$ cat config.mk
export PLATFORM = sky130hd
export DESIGN_NAME = pipe_stage_reg
export DESIGN_NICKNAME = d
export VERILOG_FILES = /design/src/rtl/pipe_pkg.sv /design/src/rtl/pipe_sat_counter.sv /design/src/rtl/pipe_stage_reg.sv
export SDC_FILE = /design/constraint.sdc
export NUM_CORES = 1
export LEC_CHECK = 0
export ABC_AREA = 1
export BUFFER_PORTS_ARGS = -buffer_cell sky130_fd_sc_hd__buf_2
export CAP_MARGIN = 20
export CORE_AREA = 4 4 170 172
export DETAILED_ROUTE_END_ITERATION = 6
export DIE_AREA = 0 0 174 176
export PLACE_DENSITY = 0.6
export SLEW_MARGIN = 10
export SYNTH_ARGS = -nofsm -noshare
export SYNTH_HDL_FRONTEND = slang
export SYNTH_SLANG_ARGS = --single-unit
$ cat constraint.sdc
create_clock -name clk -period 18.2 [get_ports clk]
set_clock_uncertainty 0.2 [all_clocks]
set_input_delay 2.73 -clock clk [delete_from_list [all_inputs] [get_ports clk]]
set_output_delay 2.73 -clock clk [all_outputs]
set_load 0.03 [all_outputs]
$ cat src/rtl/pipe_pkg.sv
// Shared types and defaults for the elastic pipeline stage register.
package pipe_pkg;

  typedef enum logic [1:0] {
    OCC_EMPTY,
    OCC_ONE,
    OCC_FULL
  } pipe_occ_e;

  localparam int PIPE_CNT_W_DEF = 16;

  function automatic logic occ_has_beat(input pipe_occ_e occ);
    return occ != OCC_EMPTY;
  endfunction

endpackage

$ cat src/rtl/pipe_sat_counter.sv
// Saturating up-counter with synchronous active-low reset; sticks at all-ones.
module pipe_sat_counter
  import pipe_pkg::*;
#(
  parameter int CNT_W = PIPE_CNT_W_DEF
) (
  input  logic             clk,
  input  logic             rst_n,
  input  logic             inc,
  output logic [CNT_W-1:0] count
);

  logic [CNT_W-1:0] count_q;
  logic [CNT_W-1:0] count_d;

  always_comb begin
    count_d = count_q;
    if (inc && (count_q != {CNT_W{1'b1}})) begin
      count_d = count_q + CNT_W'(1);
    end
  end

  always_ff @(posedge clk) begin
    if (!rst_n) begin
      count_q <= '0;
    end else begin
      count_q <= count_d;
    end
  end

  assign count = count_q;

endmodule

$ cat src/rtl/pipe_stage_reg.sv
// Elastic pipeline register with valid/ready, stall hold, flush-to-bubble and stall counter.
// Define PIPE_SKID_EN for a two-entry skid buffer with a registered in_ready.
module pipe_stage_reg
  import pipe_pkg::*;
#(
  parameter int DATA_W     = 203,
  parameter int CTRL_W     = 4,
  parameter bit CLEAR_DATA = 1'b0,
  parameter int CNT_W      = PIPE_CNT_W_DEF
) (
  input  logic              clk,
  input  logic              rst_n,
  input  logic              flush,
  input  logic              in_valid,
  output logic              in_ready,
  input  logic [DATA_W-1:0] in_data,
  input  logic [CTRL_W-1:0] in_ctrl,
  output logic              out_valid,
  input  logic              out_ready,
  output logic [DATA_W-1:0] out_data,
  output logic [CTRL_W-1:0] out_ctrl,
  output logic [CNT_W-1:0]  stall_cnt
);

  logic              accept;
  logic              transfer;
  logic              valid_q;
  logic              valid_d;
  logic [DATA_W-1:0] data_q;
  logic [DATA_W-1:0] data_d;
  logic [CTRL_W-1:0] ctrl_q;
  logic [CTRL_W-1:0] ctrl_d;

  assign accept   = in_valid & in_ready;
  assign transfer = valid_q & out_ready;

`ifdef PIPE_SKID_EN

  pipe_occ_e         occ_q;
  pipe_occ_e         occ_d;
  logic [DATA_W-1:0] skid_data_q;
  logic [DATA_W-1:0] skid_data_d;
  logic [CTRL_W-1:0] skid_ctrl_q;
  logic [CTRL_W-1:0] skid_ctrl_d;
  logic              in_ready_q;
  logic              in_ready_d;

  assign in_ready = in_ready_q;

  always_comb begin
    occ_d       = occ_q;
    data_d      = data_q;
    ctrl_d      = ctrl_q;
    skid_data_d = skid_data_q;
    skid_ctrl_d = skid_ctrl_q;
    if (flush) begin
      occ_d       = OCC_EMPTY;
      ctrl_d      = '0;
      skid_ctrl_d = '0;
      if (CLEAR_DATA) begin
        data_d      = '0;
        skid_data_d = '0;
      end
    end else begin
      unique case (occ_q)
        OCC_EMPTY: begin
          if (accept) begin
            occ_d  = OCC_ONE;
            data_d = in_data;
            ctrl_d = in_ctrl;
          end
        end
        OCC_ONE: begin
          if (accept && !transfer) begin
            occ_d       = OCC_FULL;
            skid_data_d = in_data;
            skid_ctrl_d = in_ctrl;
          end else if (accept && transfer) begin
            data_d = in_data;
            ctrl_d = in_ctrl;
          end else if (transfer) begin
            occ_d  = OCC_EMPTY;
            ctrl_d = '0;
          end
        end
        OCC_FULL: begin
          // The skid beat slides into main on the same edge the old main beat leaves.
          if (transfer) begin
            occ_d       = OCC_ONE;
            data_d      = skid_data_q;
            ctrl_d      = skid_ctrl_q;
            skid_ctrl_d = '0;
          end
        end
        default: occ_d = OCC_EMPTY;
      endcase
    end
    valid_d    = occ_has_beat(occ_d);
    in_ready_d = (occ_d != OCC_FULL);
  end

  always_ff @(posedge clk) begin
    if (!rst_n) begin
      occ_q       <= OCC_EMPTY;
      in_ready_q  <= 1'b1;
      valid_q     <= 1'b0;
      ctrl_q      <= '0;
      skid_ctrl_q <= '0;
      if (CLEAR_DATA) begin
        data_q      <= '0;
        skid_data_q <= '0;
      end
    end else begin
      occ_q       <= occ_d;
      in_ready_q  <= in_ready_d;
      valid_q     <= valid_d;
      data_q      <= data_d;
      ctrl_q      <= ctrl_d;
      skid_data_q <= skid_data_d;
      skid_ctrl_q <= skid_ctrl_d;
    end
  end

`else

  assign in_ready = flush | ~valid_q | out_ready;

  always_comb begin
    valid_d = valid_q;
    data_d  = data_q;
    ctrl_d  = ctrl_q;
    if (flush) begin
      valid_d = 1'b0;
      ctrl_d  = '0;
      if (CLEAR_DATA) begin
        data_d = '0;
      end
    end else if (accept) begin
      valid_d = 1'b1;
      data_d  = in_data;
      ctrl_d  = in_ctrl;
    end else if (transfer) begin
      valid_d = 1'b0;
      ctrl_d  = '0;
    end
  end

  always_ff @(posedge clk) begin
    if (!rst_n) begin
      valid_q <= 1'b0;
      ctrl_q  <= '0;
      if (CLEAR_DATA) begin
        data_q <= '0;
      end
    end else begin
      valid_q <= valid_d;
      data_q  <= data_d;
      ctrl_q  <= ctrl_d;
    end
  end

`endif

  assign out_valid = valid_q;
  assign out_data  = data_q;
  assign out_ctrl  = ctrl_q;

  // A flushed beat is discarded rather than stalled, so the flush cycle is not counted.
  pipe_sat_counter #(
    .CNT_W(CNT_W)
  ) u_stall_cnt (
    .clk  (clk),
    .rst_n(rst_n),
    .inc  (valid_q & ~out_ready & ~flush),
    .count(stall_cnt)
  );

endmodule

==> PnR_summary.wiki <==
{| class="wikitable"
! Metric !! Value
|-
| Cell count after synthesis || ~390
|-
| Clock sink count || 224
|-
| Power density over the cells || ~110 mW/mm^2
|-
| Synthesis-stage register bit count || about 220
|-
| WP data required || around 15 ns
|-
| Leading cell types in the layout, fill and taps excluded || sky130_fd_sc_hd__buf_2, sky130_fd_sc_hd__edfxtp_1, sky130_fd_sc_hd__nand2_1, sky130_fd_sc_hd__nor2_1, sky130_fd_sc_hd__clkbuf_16
|-
| Post CTS Setup Buffer Count || 0
|-
| Top achievable clock speed || ~0.16 GHz
|-
| Total chip power || 1.15 mW
|-
| Logic depth of the worst register-to-register path || 6
|-
| Cell at the root of the clock tree || sky130_fd_sc_hd__clkbuf_16
|-
| Share of the clock period used by the worst path || 34.3%
|-
| Largest net degree at the start of global routing || 130
|-
| Post-Place Cell Area || roughly 0.0099 mm^2
|-
| Proportion of synthesized area in mux cells || 0%
|-
| Hold Path Class || flop to flop
|-
| Final Worst Setup Slack || ~12 ns
|-
| Comb power frac || under 10%
|-
| Number of placement rows || 61
|-
| Max-slew violations || 0
|-
| Final estimated routing congestion in global placement || slightly above 0.8
|-
| Sum of routed wire length over all layers || 22,300 um
|-
| Clk buf depth || 3
|-
| Wire per inst || around 18 um
|-
| Slack of the worst reg-to-reg path || ~15 ns
|-
| IO Port Bufs || ~440
|-
| Nets || about 1,100
|-
| Final Instance Count excl. Fillers || between 1,000 and 1,500
|-
| Outcome || completed
|-
| Via count of the first global-routing pass || about 5,000
|-
| Total global-route track usage || between 10 and 15%
|-
| Global route overflow || 0
|-
| Max capacitance violation total || 0
|-
| Sequential element share of the synthesized area || between 80% and 90%
|-
| Hold violation total from the final report || 0
|-
| Clock latency on the worst-skew pair || 0.51 ns
|-
| Post-layout min period || between 6 and 7 ns
|-
| Sw power || between 200 and 300 uW
|-
| Clock transition at path regs || approximately 0.060 ns
|-
| Layout cell share with drive strength beyond 1 || 57.1%
|-
| Xor/xnor cell area share of the yosys netlist || less than 1%
|-
| Initial Util || between 20% and 30%
|-
| Post-route cell area || roughly 0.011 mm^2
|-
| Number of antenna-violating nets in the routed design || 0
|-
| Floorplan Core Area || around 0.027 mm^2
|-
| Die boundary width || 174 um
|-
| Post-synth design cell area || between 0.007 and 0.008 mm^2
|-
| DRT iter0 DRCs || ~310
|-
| Ports placed on the boundary || ~440
|-
| P_leak || around 4.5 nW
|-
| Combinational family with the most area after synthesis || simple AND/OR/NAND/NOR gates
|-
| Number of nets produced by synthesis || roughly 600
|-
| Distinct cell type count of the synthesized netlist || 20
|-
| Headroom to the max-slew limit || 33.6%
|-
| Capturing element type of the critical path || output pin
|-
| Number of endpoints failing setup at the final stage || 0
|-
| VDD IR max || 0.0679 mV
|-
| End-of-flow core utilization || 39.0%
|-
| Hold Worst Slack || roughly 0.27 ns
|-
| Post-synthesis share of cell area spent on full adders, half adders and majority gates || less than 1%
|-
| Number of iterations in the first detailed-routing pass || 4
|-
| Share of synthesized cell area in and, or, nand and nor gates || ~8%
|-
| Switching share of power || roughly 22%
|-
| Number of cells on the worst hold path || 2
|-
| Worst-path maximum fanout || 7
|-
| Layout area overhead || 47.0%
|-
| Internal cell power || about 900 uW
|-
| Setup repair after global routing missed its margin || false
|-
| Total via count in the routed design || a little over 5,000
|-
| Synth warn || 0
|-
| Via-to-Cell Ratio || about 4.2
|-
| DRC viols || 0
|-
| Arrival time at the worst endpoint || about 3.3 ns
|-
| Setup total negative slack || 0 ns
|-
| Clk pwr share || approximately 43%
|-
| Wire length of the first global-routing pass || between 30,000 and 40,000 um
|-
| CTS buffer count || 25
|-
| Clock tree from TritonCTS || yes
|-
| Htree depth || 1
|-
| Sequential power share || between 50% and 60%
|-
| Most common cell after layout, fill and taps aside || sky130_fd_sc_hd__buf_2
|-
| Vertical extent of the die || around 180 um
|-
| Syn avg cell area || between 15 and 20 um^2
|-
| Classification of the worst setup path || primary input to output pin
|-
| DIE AREA || approximately 0.031 mm^2
|-
| Number of instances resized during post-cts repair || 0
|-
| Post-synthesis compound-gate area fraction || 1.22%
|-
| Placed cell count || ~1,200
|-
| Worst-Margin Slew || 0.996 ns
|-
| Pre-CTS WS || ~12 ns
|-
| Initial antenna violation count || 2
|-
| Half-perimeter wire length after placement || between 15,000 and 20,000 um
|-
| Cts-stage hold buffer count || 0
|-
| Startpoint type of the worst setup path || primary input
|}
-- Yosys cell counts (all sizes together) --
cell,n,area (um^2)
xnor2,1,8.76
nand3,20,113
a21oi,14,73.8
buf,1,5.00
nor2,47,204
o21ai,3,15.0
nand4,3,33.8
nand2,55,239
dfxtp,21,420
inv,17,63.8
edfxtp,203,6100
ha,1,12.5
-- flip-flops by register name, indices dropped and copies added (netlist names) --
name / count
out_valid: 1
u_stall_cnt.count: 16
out_ctrl: 4
out_data: 203
-- logic make-up after synthesis --
| logic type | after synthesis |
|---|---|
| xor gates and xnor gates | 1 |
| and+or+nand+nor | 125 |
| AOI/OAI and AO/OA | 17 |
| adders and majority gates | 1 |
| DFF | 224 |
| buffers and inverters | 18 |
-- power by group through the flow --
stage | logic [mW] | registers, mW | clock network (mW)
floorplan | 0.00762 | 0.621 | 0
global placement | 0.0728 | 0.591 | 0
detailed placement | 0.0738 | 0.592 | 0
CTS | 0.0741 | 0.581 | 0.509
global route | 0.0776 | 0.582 | 0.534
finish | 0.0730 | 0.581 | 0.493
-- worst paths after layout --
check,startpoint,end
hold / removal,out_ctrl[3]$_SDFFE_PP0P_,out_ctrl[3]$_SDFFE_PP0P_
hold reg to reg,out_ctrl[3]$_SDFFE_PP0P_,out_ctrl[3]$_SDFFE_PP0P_
setup / recovery,out_ready,in_ready
setup reg to reg,out_valid$_SDFFE_PP0P_,out_data[68]$_DFFE_PP_
-- metal layers --
layer / vias up / wire length [um] / GRT usage [%]
met5: - / 13 / 0
met4: 2 / 251 / 2.31
met3: 24 / 2110 / 4.97
met2: 231 / 11400 / 23.7
met1: 2451 / 8480 / 16.1
li1: 2340 / - / -
-- critical path, stage by stage --
cell and delay, ns:
sky130_fd_sc_hd__buf_2 0.11, sky130_fd_sc_hd__inv_1 0.13, sky130_fd_sc_hd__nand3_4 0.14, sky130_fd_sc_hd__buf_2 0.21
-- final cells by class --
| type | instances | area, um^2 |
|---|---|---|
| antenna | 1 | 2.50 |
| clock buffer | 26 | 629 |
| clock inverter | 17 | 168 |
| fill | 2614 | 16800 |
| inverter | 17 | 71.3 |
| multi-input combinational | 144 | 699 |
| sequential | 224 | 6520 |
| tap | 346 | 433 |
| timing repair buffer | 437 | 2190 |
Note: power is estimated with default switching activity, not from simulation.
